===== src/rtl/mem_bus_arbiter_if.sv =====
`default_nettype none
// ============================================================================
// mem_bus_arbiter_if : fetch / load-store requester and memory bus signal bundle
// Rev 1.0 : initial release
// ============================================================================
interface mem_bus_arbiter_if #(
  parameter int AW = 32
);
  logic          if_req;
  logic [AW-1:0] if_addr;
  logic          if_gnt;
  logic          if_rvalid;
  logic [31:0]   if_rdata;
  logic          if_err;

  logic          ls_req;
  logic          ls_we;
  logic [1:0]    ls_len;
  logic [AW-1:0] ls_addr;
  logic [31:0]   ls_wdata;
  logic          ls_gnt;
  logic          ls_rvalid;
  logic [31:0]   ls_rdata;
  logic          ls_err;

  logic          bus_req;
  logic          bus_we;
  logic [3:0]    bus_be;
  logic [AW-1:0] bus_addr;
  logic [31:0]   bus_wdata;
  logic          bus_ack;
  logic [31:0]   bus_rdata;
  logic          bus_err;

  modport slave (
    input  if_req, if_addr,
    output if_gnt, if_rvalid, if_rdata, if_err,
    input  ls_req, ls_we, ls_len, ls_addr, ls_wdata,
    output ls_gnt, ls_rvalid, ls_rdata, ls_err,
    output bus_req, bus_we, bus_be, bus_addr, bus_wdata,
    input  bus_ack, bus_rdata, bus_err
  );

  modport master (
    output if_req, if_addr,
    input  if_gnt, if_rvalid, if_rdata, if_err,
    output ls_req, ls_we, ls_len, ls_addr, ls_wdata,
    input  ls_gnt, ls_rvalid, ls_rdata, ls_err,
    input  bus_req, bus_we, bus_be, bus_addr, bus_wdata,
    output bus_ack, bus_rdata, bus_err
  );
endinterface
`default_nettype wire


===== src/rtl/mem_bus_arbiter.sv =====
`default_nettype none
// ============================================================================
// mem_bus_arbiter : single-port memory bus arbiter for RV32I fetch and load/store
// Optional bus-wait timeout enabled by defining MEM_ARB_TIMEOUT_EN.
// Rev 1.0 : initial release
// ============================================================================
module mem_bus_arbiter #(
  parameter int AW      = 32,
  parameter int TIMEOUT = 255
) (
  input  wire logic         clk,
  input  wire logic         rst,
  mem_bus_arbiter_if.slave  bus
);

  localparam logic [2:0] S_IDLE    = 3'd0;
  localparam logic [2:0] S_BUSY_IF = 3'd1;
  localparam logic [2:0] S_BUSY_LS = 3'd2;
  localparam logic [2:0] S_ERR_IF  = 3'd3;
  localparam logic [2:0] S_ERR_LS  = 3'd4;

  if (TIMEOUT < 1) begin : g_bad_timeout
    $error("mem_bus_arbiter: TIMEOUT must be at least 1");
  end

  logic [2:0]    r_state;
  logic          r_last_ls;
  logic          r_bus_req;
  logic          r_bus_we;
  logic [3:0]    r_bus_be;
  logic [AW-1:0] r_bus_addr;
  logic [31:0]   r_bus_wdata;
  logic          r_if_rvalid;
  logic          r_if_err;
  logic [31:0]   r_if_rdata;
  logic          r_ls_rvalid;
  logic          r_ls_err;
  logic [31:0]   r_ls_rdata;

  logic          w_idle;
  logic          w_busy;
  logic          w_gnt_ls;
  logic          w_gnt_if;
  logic          w_if_mis;
  logic          w_ls_mis;
  logic [3:0]    w_ls_be;
  logic [31:0]   w_ls_wdata;
  logic          w_start;
  logic          w_end;
  logic          w_tmo;

  assign w_idle = (r_state == S_IDLE);
  assign w_busy = (r_state == S_BUSY_IF) || (r_state == S_BUSY_LS);

  // LS wins a tie unless it won the previous grant.
  assign w_gnt_ls = w_idle && bus.ls_req && (!bus.if_req || !r_last_ls);
  assign w_gnt_if = w_idle && bus.if_req && !w_gnt_ls;

  assign w_if_mis = (bus.if_addr[1:0] != 2'b00);

  always_comb begin
    w_ls_be    = 4'b1111;
    w_ls_wdata = bus.ls_wdata;
    w_ls_mis   = 1'b1;
    case (bus.ls_len)
      2'd0: begin
        w_ls_be    = 4'b0001 << bus.ls_addr[1:0];
        w_ls_wdata = {4{bus.ls_wdata[7:0]}};
        w_ls_mis   = 1'b0;
      end
      2'd1: begin
        w_ls_be    = bus.ls_addr[1] ? 4'b1100 : 4'b0011;
        w_ls_wdata = {2{bus.ls_wdata[15:0]}};
        w_ls_mis   = bus.ls_addr[0];
      end
      2'd2: begin
        w_ls_mis   = (bus.ls_addr[1:0] != 2'b00);
      end
      default: begin
        w_ls_mis   = 1'b1;
      end
    endcase
  end

  assign w_start = (w_gnt_ls && !w_ls_mis) || (w_gnt_if && !w_if_mis);
  assign w_end   = w_busy && (bus.bus_ack || w_tmo);

`ifdef MEM_ARB_TIMEOUT_EN
  localparam int CW = ($clog2(TIMEOUT + 1) > 8) ? $clog2(TIMEOUT + 1) : 8;

  logic [CW-1:0] r_tmo_cnt;

  always_ff @(posedge clk or posedge rst) begin
    if (rst) begin
      r_tmo_cnt <= '0;
    end else if (w_gnt_ls || w_gnt_if) begin
      r_tmo_cnt <= '0;
    end else if (w_busy && !bus.bus_ack) begin
      r_tmo_cnt <= r_tmo_cnt + CW'(1);
    end
  end

  // Fires on the cycle whose increment would reach TIMEOUT; a same-cycle ack wins.
  assign w_tmo = w_busy && !bus.bus_ack && (r_tmo_cnt == CW'(TIMEOUT - 1));
`else
  assign w_tmo = 1'b0;
`endif

  always_ff @(posedge clk or posedge rst) begin
    if (rst) begin
      r_bus_req   <= 1'b0;
      r_bus_we    <= 1'b0;
      r_bus_be    <= 4'b0000;
      r_bus_addr  <= '0;
      r_bus_wdata <= '0;
    end else if (w_start) begin
      r_bus_req   <= 1'b1;
      r_bus_we    <= w_gnt_ls && bus.ls_we;
      r_bus_be    <= w_gnt_ls ? w_ls_be : 4'b1111;
      r_bus_addr  <= w_gnt_ls ? {bus.ls_addr[AW-1:2], 2'b00} : {bus.if_addr[AW-1:2], 2'b00};
      r_bus_wdata <= w_gnt_ls ? w_ls_wdata : 32'h0;
    end else if (w_end) begin
      r_bus_req   <= 1'b0;
      r_bus_we    <= 1'b0;
      r_bus_be    <= 4'b0000;
      r_bus_addr  <= '0;
      r_bus_wdata <= '0;
    end
  end

  always_ff @(posedge clk or posedge rst) begin
    if (rst) begin
      r_state     <= S_IDLE;
      r_last_ls   <= 1'b0;
      r_if_rvalid <= 1'b0;
      r_if_err    <= 1'b0;
      r_if_rdata  <= '0;
      r_ls_rvalid <= 1'b0;
      r_ls_err    <= 1'b0;
      r_ls_rdata  <= '0;
    end else begin
      r_if_rvalid <= 1'b0;
      r_if_err    <= 1'b0;
      r_ls_rvalid <= 1'b0;
      r_ls_err    <= 1'b0;
      case (r_state)
        S_IDLE: begin
          if (w_gnt_ls) begin
            r_last_ls <= 1'b1;
            if (w_ls_mis) begin
              r_state     <= S_ERR_LS;
              r_ls_rvalid <= 1'b1;
              r_ls_err    <= 1'b1;
              r_ls_rdata  <= '0;
            end else begin
              r_state     <= S_BUSY_LS;
            end
          end else if (w_gnt_if) begin
            r_last_ls <= 1'b0;
            if (w_if_mis) begin
              r_state     <= S_ERR_IF;
              r_if_rvalid <= 1'b1;
              r_if_err    <= 1'b1;
              r_if_rdata  <= '0;
            end else begin
              r_state     <= S_BUSY_IF;
            end
          end
        end
        S_BUSY_IF: begin
          if (bus.bus_ack) begin
            r_state     <= S_IDLE;
            r_if_rvalid <= 1'b1;
            r_if_err    <= bus.bus_err;
            r_if_rdata  <= bus.bus_rdata;
          end else if (w_tmo) begin
            r_state     <= S_IDLE;
            r_if_rvalid <= 1'b1;
            r_if_err    <= 1'b1;
            r_if_rdata  <= '0;
          end
        end
        S_BUSY_LS: begin
          if (bus.bus_ack) begin
            r_state     <= S_IDLE;
            r_ls_rvalid <= 1'b1;
            r_ls_err    <= bus.bus_err;
            r_ls_rdata  <= r_bus_we ? 32'h0 : bus.bus_rdata;
          end else if (w_tmo) begin
            r_state     <= S_IDLE;
            r_ls_rvalid <= 1'b1;
            r_ls_err    <= 1'b1;
            r_ls_rdata  <= '0;
          end
        end
        default: begin
          r_state <= S_IDLE;
        end
      endcase
    end
  end

  assign bus.if_gnt    = w_gnt_if;
  assign bus.ls_gnt    = w_gnt_ls;
  assign bus.if_rvalid = r_if_rvalid;
  assign bus.if_err    = r_if_err;
  assign bus.if_rdata  = r_if_rdata;
  assign bus.ls_rvalid = r_ls_rvalid;
  assign bus.ls_err    = r_ls_err;
  assign bus.ls_rdata  = r_ls_rdata;
  assign bus.bus_req   = r_bus_req;
  assign bus.bus_we    = r_bus_we;
  assign bus.bus_be    = r_bus_be;
  assign bus.bus_addr  = r_bus_addr;
  assign bus.bus_wdata = r_bus_wdata;

endmodule
`default_nettype wire

===== src/flat_wrapper.sv =====
// flat-port wrapper written by rule: the top's interface ports become plain ports
module mem_bus_arbiter_flat 
#(
  parameter int AW      = 32,
  parameter int TIMEOUT = 255
)
  (clk, rst, bus_if_req, bus_if_addr, bus_if_gnt, bus_if_rvalid, bus_if_rdata, bus_if_err, bus_ls_req, bus_ls_we, bus_ls_len, bus_ls_addr, bus_ls_wdata, bus_ls_gnt, bus_ls_rvalid, bus_ls_rdata, bus_ls_err, bus_bus_req, bus_bus_we, bus_bus_be, bus_bus_addr, bus_bus_wdata, bus_bus_ack, bus_bus_rdata, bus_bus_err);
  mem_bus_arbiter_if #(.AW(AW)) bus_i ();
  input  wire logic clk;
  input  wire logic rst;
  input wire logic [$bits(bus_i.if_req)-1:0] bus_if_req;
  input wire logic [$bits(bus_i.if_addr)-1:0] bus_if_addr;
  output wire logic [$bits(bus_i.if_gnt)-1:0] bus_if_gnt;
  output wire logic [$bits(bus_i.if_rvalid)-1:0] bus_if_rvalid;
  output wire logic [$bits(bus_i.if_rdata)-1:0] bus_if_rdata;
  output wire logic [$bits(bus_i.if_err)-1:0] bus_if_err;
  input wire logic [$bits(bus_i.ls_req)-1:0] bus_ls_req;
  input wire logic [$bits(bus_i.ls_we)-1:0] bus_ls_we;
  input wire logic [$bits(bus_i.ls_len)-1:0] bus_ls_len;
  input wire logic [$bits(bus_i.ls_addr)-1:0] bus_ls_addr;
  input wire logic [$bits(bus_i.ls_wdata)-1:0] bus_ls_wdata;
  output wire logic [$bits(bus_i.ls_gnt)-1:0] bus_ls_gnt;
  output wire logic [$bits(bus_i.ls_rvalid)-1:0] bus_ls_rvalid;
  output wire logic [$bits(bus_i.ls_rdata)-1:0] bus_ls_rdata;
  output wire logic [$bits(bus_i.ls_err)-1:0] bus_ls_err;
  output wire logic [$bits(bus_i.bus_req)-1:0] bus_bus_req;
  output wire logic [$bits(bus_i.bus_we)-1:0] bus_bus_we;
  output wire logic [$bits(bus_i.bus_be)-1:0] bus_bus_be;
  output wire logic [$bits(bus_i.bus_addr)-1:0] bus_bus_addr;
  output wire logic [$bits(bus_i.bus_wdata)-1:0] bus_bus_wdata;
  input wire logic [$bits(bus_i.bus_ack)-1:0] bus_bus_ack;
  input wire logic [$bits(bus_i.bus_rdata)-1:0] bus_bus_rdata;
  input wire logic [$bits(bus_i.bus_err)-1:0] bus_bus_err;
  assign bus_i.if_req = bus_if_req;
  assign bus_i.if_addr = bus_if_addr;
  assign bus_if_gnt = bus_i.if_gnt;
  assign bus_if_rvalid = bus_i.if_rvalid;
  assign bus_if_rdata = bus_i.if_rdata;
  assign bus_if_err = bus_i.if_err;
  assign bus_i.ls_req = bus_ls_req;
  assign bus_i.ls_we = bus_ls_we;
  assign bus_i.ls_len = bus_ls_len;
  assign bus_i.ls_addr = bus_ls_addr;
  assign bus_i.ls_wdata = bus_ls_wdata;
  assign bus_ls_gnt = bus_i.ls_gnt;
  assign bus_ls_rvalid = bus_i.ls_rvalid;
  assign bus_ls_rdata = bus_i.ls_rdata;
  assign bus_ls_err = bus_i.ls_err;
  assign bus_bus_req = bus_i.bus_req;
  assign bus_bus_we = bus_i.bus_we;
  assign bus_bus_be = bus_i.bus_be;
  assign bus_bus_addr = bus_i.bus_addr;
  assign bus_bus_wdata = bus_i.bus_wdata;
  assign bus_i.bus_ack = bus_bus_ack;
  assign bus_i.bus_rdata = bus_bus_rdata;
  assign bus_i.bus_err = bus_bus_err;
  mem_bus_arbiter #(.AW(AW), .TIMEOUT(TIMEOUT)) u_core (.clk(clk), .rst(rst), .bus(bus_i));
endmodule

===== config.mk =====
export PLATFORM = sky130hd
export DESIGN_NAME = mem_bus_arbiter_flat
export DESIGN_NICKNAME = d
export VERILOG_FILES = /design/src/rtl/mem_bus_arbiter_if.sv /design/src/rtl/mem_bus_arbiter.sv /design/src/flat_wrapper.sv
export SDC_FILE = /design/constraint.sdc
export NUM_CORES = 1
export LEC_CHECK = 0
export CAP_MARGIN = 20
export CORE_ASPECT_RATIO = 1.2
export CORE_UTILIZATION = 38
export CTS_CLUSTER_DIAMETER = 120
export DETAILED_ROUTE_END_ITERATION = 6
export PLACE_DENSITY = 0.77
export SETUP_SLACK_MARGIN = 0.4
export SYNTH_ARGS = -nofsm -noshare
export SYNTH_HDL_FRONTEND = slang
export SYNTH_SLANG_ARGS = --single-unit

===== constraint.sdc =====
create_clock -name clk -period 4.4 [get_ports clk]
set_clock_uncertainty 0.15 [all_clocks]
set_input_delay 0.66 -clock clk [delete_from_list [all_inputs] [get_ports clk]]
set_output_delay 0.66 -clock clk [all_outputs]
set_load 0.01 [all_outputs]

==> results.toml <==
[run_status]
outcome = "finished clean"

[floorplanning]
ios = 277
die_y_um = 143
design.die.area_mm2 = 0.0170
core_mm2 = 0.0161
initial_core_util_pct = 38.7
die_x_um = 119
row_count = 51

[setup_path]
slowest_delay_ps = 580
timing.reg2reg.setup_slack_ps = 1590
worstPathCellList = "clkdlybuf4s50_1 -> a21boi_1 -> nand2_2 -> inv_1 -> clkdlybuf4s50_1"
critPathLaunchType = "input port"
worst-endpoint-required_ps = 3590
crit_path_end_kind = "output port"
crit_type = "input port to output port"
r2r_cells = 5
path_buf_inv = 3
startpoint = "bus_if_req"
path_max_fanout = 5
cp.depth = 5
worst_r2r_endpoint = "u_core.bus.bus_addr[9]"
cp_top_family = "buffers and inverters"
cp_data_arrival_time_ps = 2450
cp_slowest_cell = "clkdlybuf4s50_1"
timing.rr.start = "u_core.r_state[1]"
cpMostUsedCell = "clkdlybuf4s50_1"
crit_end = "bus_ls_gnt"

[place]
place_area_mm2 = 0.00919
dp_cells = 1053
io_buffers = 274
gp_congestion = 0.779
place_hpwl_um = 12700

[grt]
grt_pass1_vias = 5282
grt_pass1_wl_um = 28100
grt-ovfl-total = 0
grt_max_degree = 83
grt_antenna_before_repair = 0
grt_usage_pct = 21.5

[cells_and_area]
fin_nets = 997
fin_util_pct = 60.3
areaGrowthSynthToFinish_pct = 55.8
final_cell_mix = "274 x clkdlybuf4s50_1, 173 x nand2_1, 140 x dfrtp_1"
fin_area_mm2 = 0.00974
drive_gt1_share_pct = 5.75
layout_commonest_cell = "clkdlybuf4s50_1"
layoutNonFillerInstCount = 1083

[power]
p_leak_uw = 0.00426
irDropWorstVdd_mv = 0.340
p_per_area_mw_per_mm2 = 646

[timing]
worst_pin_slew_ps = 874
max_freq_ghz = 0.307
finalSetupTns_ps = 0
drv_slew = 0
min_period_ps = 3260
finalSetupViolCount = 0
post-route-period-util_pct = 74.1
rsz0062_at_grt = "no"
slew_headroom_pct = 41.5
hold_violations = 0
timing.hold.ws_ps = 323

[detailed_routing]
post_drt_wl_per_cell_um = 16.5
vias_per_cell = 4.86
wirelength_um = 17800
antenna_left = 0
drc = 0
drt-initial-drc-count = 252
firstDrtPassIters = 4
via_count = 5266

[cts]
clk_pin_slew_ps = 50
clock-sinks = 140
clkLatencyLatePin_ps = 420
h-tree-depth = 4
post_cts.repair.setup_buffers = 0
cts_buffers = 17
root_buffer = "clkbuf_16"
cts_hold_buf = 0
cts_tree = "yes"
cts_buffer_depth = 2
cts_resized = 0

[logic_synthesis]
ys_ff_latch = 140
async_reset_ff_share_pct = 100
synth_edf_count = 0
synth_ff_type = "dfrtp_1"
seq_area_frac_synth_pct = 56.0
synth.avg_cell_area_um2 = 10.4
ys_warn_count = 0
synthCells = 599
synthesis.area_mm2 = 0.00625
yosys.cell_types.count = 39

[job]
drv_cap = 0

[min_path]
hold_class = "flop to flop"
-- worst min-delay path, stage by stage, from the launching register on --
cell	delay (ps)
dfrtp_1	340
nand2_1	40
o21ai_0	50
-- Yosys cell counts, types with 2 or more instances --
cell | count | area, um2
or3_1 | 2 | 12.5
mux2i_1 | 88 | 881
a41oi_1 | 2 | 17.5
buf_4 | 6 | 45.0
buf_2 | 14 | 70.1
o2bb2ai_1 | 16 | 140
o21ai_0 | 72 | 360
a21oi_1 | 2 | 10.0
a211oi_1 | 2 | 15.0
a22o_1 | 17 | 149
nor4bb_1 | 2 | 20.0
inv_1 | 7 | 26.3
nand2_1 | 173 | 649
buf_6 | 4 | 45.0
a21o_1 | 2 | 15.0
nor2_1 | 5 | 18.8
clkbuf_1 | 20 | 75.1
dfrtp_1 | 140 | 3500
nor3_1 | 4 | 20.0
nand2b_1 | 2 | 12.5
-- kinds of logic (layout without fill, tap and decap cells) --
logic type	count (synthesis)	count (layout)	share of synthesized area, %
simple gates	194	194	12.6
flops	140	140	56.0
compound gates	123	123	12.8
mux	88	88	14.1
buf+inv	52	322	4.24
other cells	1	3	0.0600
xor+xnor	1	1	0.140
-- through the flow --
stage / total power [uW] / worst slack [ps]
detailed placement: 4990 / 1150
floorplan: 3460 / 1840
CTS: 6370 / 1080
finish: 6290 / 1140
global placement: 4920 / 1180
global route: 6680 / 1000
-- power breakdown --
group / total (uW) / leakage (uW) / internal (uW) / switching (uW)
clock: 1350 / 0.000268 / 835 / 518
combinational: 2810 / 0.00212 / 1450 / 1350
sequential: 2130 / 0.00188 / 1820 / 309
-- worst min path at each step --
stage	startpoint	endpoint	slack, ps	depth (start not counted)
after floorplan	u_core.r_last_ls	u_core.r_last_ls	310	1
after global placement	u_core.bus.bus_req	u_core.bus.bus_req	310	1
after detailed placement	u_core.bus.bus_req	u_core.bus.bus_req	320	1
after CTS	u_core.bus.bus_req	u_core.bus.bus_req	330	1
after global routing	u_core.bus.bus_req	u_core.bus.bus_req	340	1
final	u_core.bus.ls_rdata[28]	u_core.bus.ls_rdata[28]	320	2
-- registers in the layout (all words and copies together), names as in the netlist, 3 cells and up --
name                  flops
u_core.bus.bus_wdata     32
u_core.bus.bus_addr      30
u_core.bus.ls_rdata      32
u_core.bus.if_rdata      32
u_core.bus.bus_be         4
u_core.r_state            3
-- layout make-up --
class	instances	area, um2
Sequential cell	140	3500
Timing Repair Buffer	286	2850
Clock buffer	21	450
Clock inverter	8	96.3
Tap cell	212	265
Multi-Input combinational cell	408	2540
Inverter	7	30.0
Fill cell	1356	6410
Antenna cell	1	2.50
-- per-layer routing --
metal	global-route usage [%]	up-vias	wire length [um]
met4	9.59	0	453
li1	-	2575	-
met1	26.4	2494	7490
met3	5.65	33	875
met2	35.6	164	9020
met5	0	-	0
Note: power is estimated with default switching activity, not from simulation.
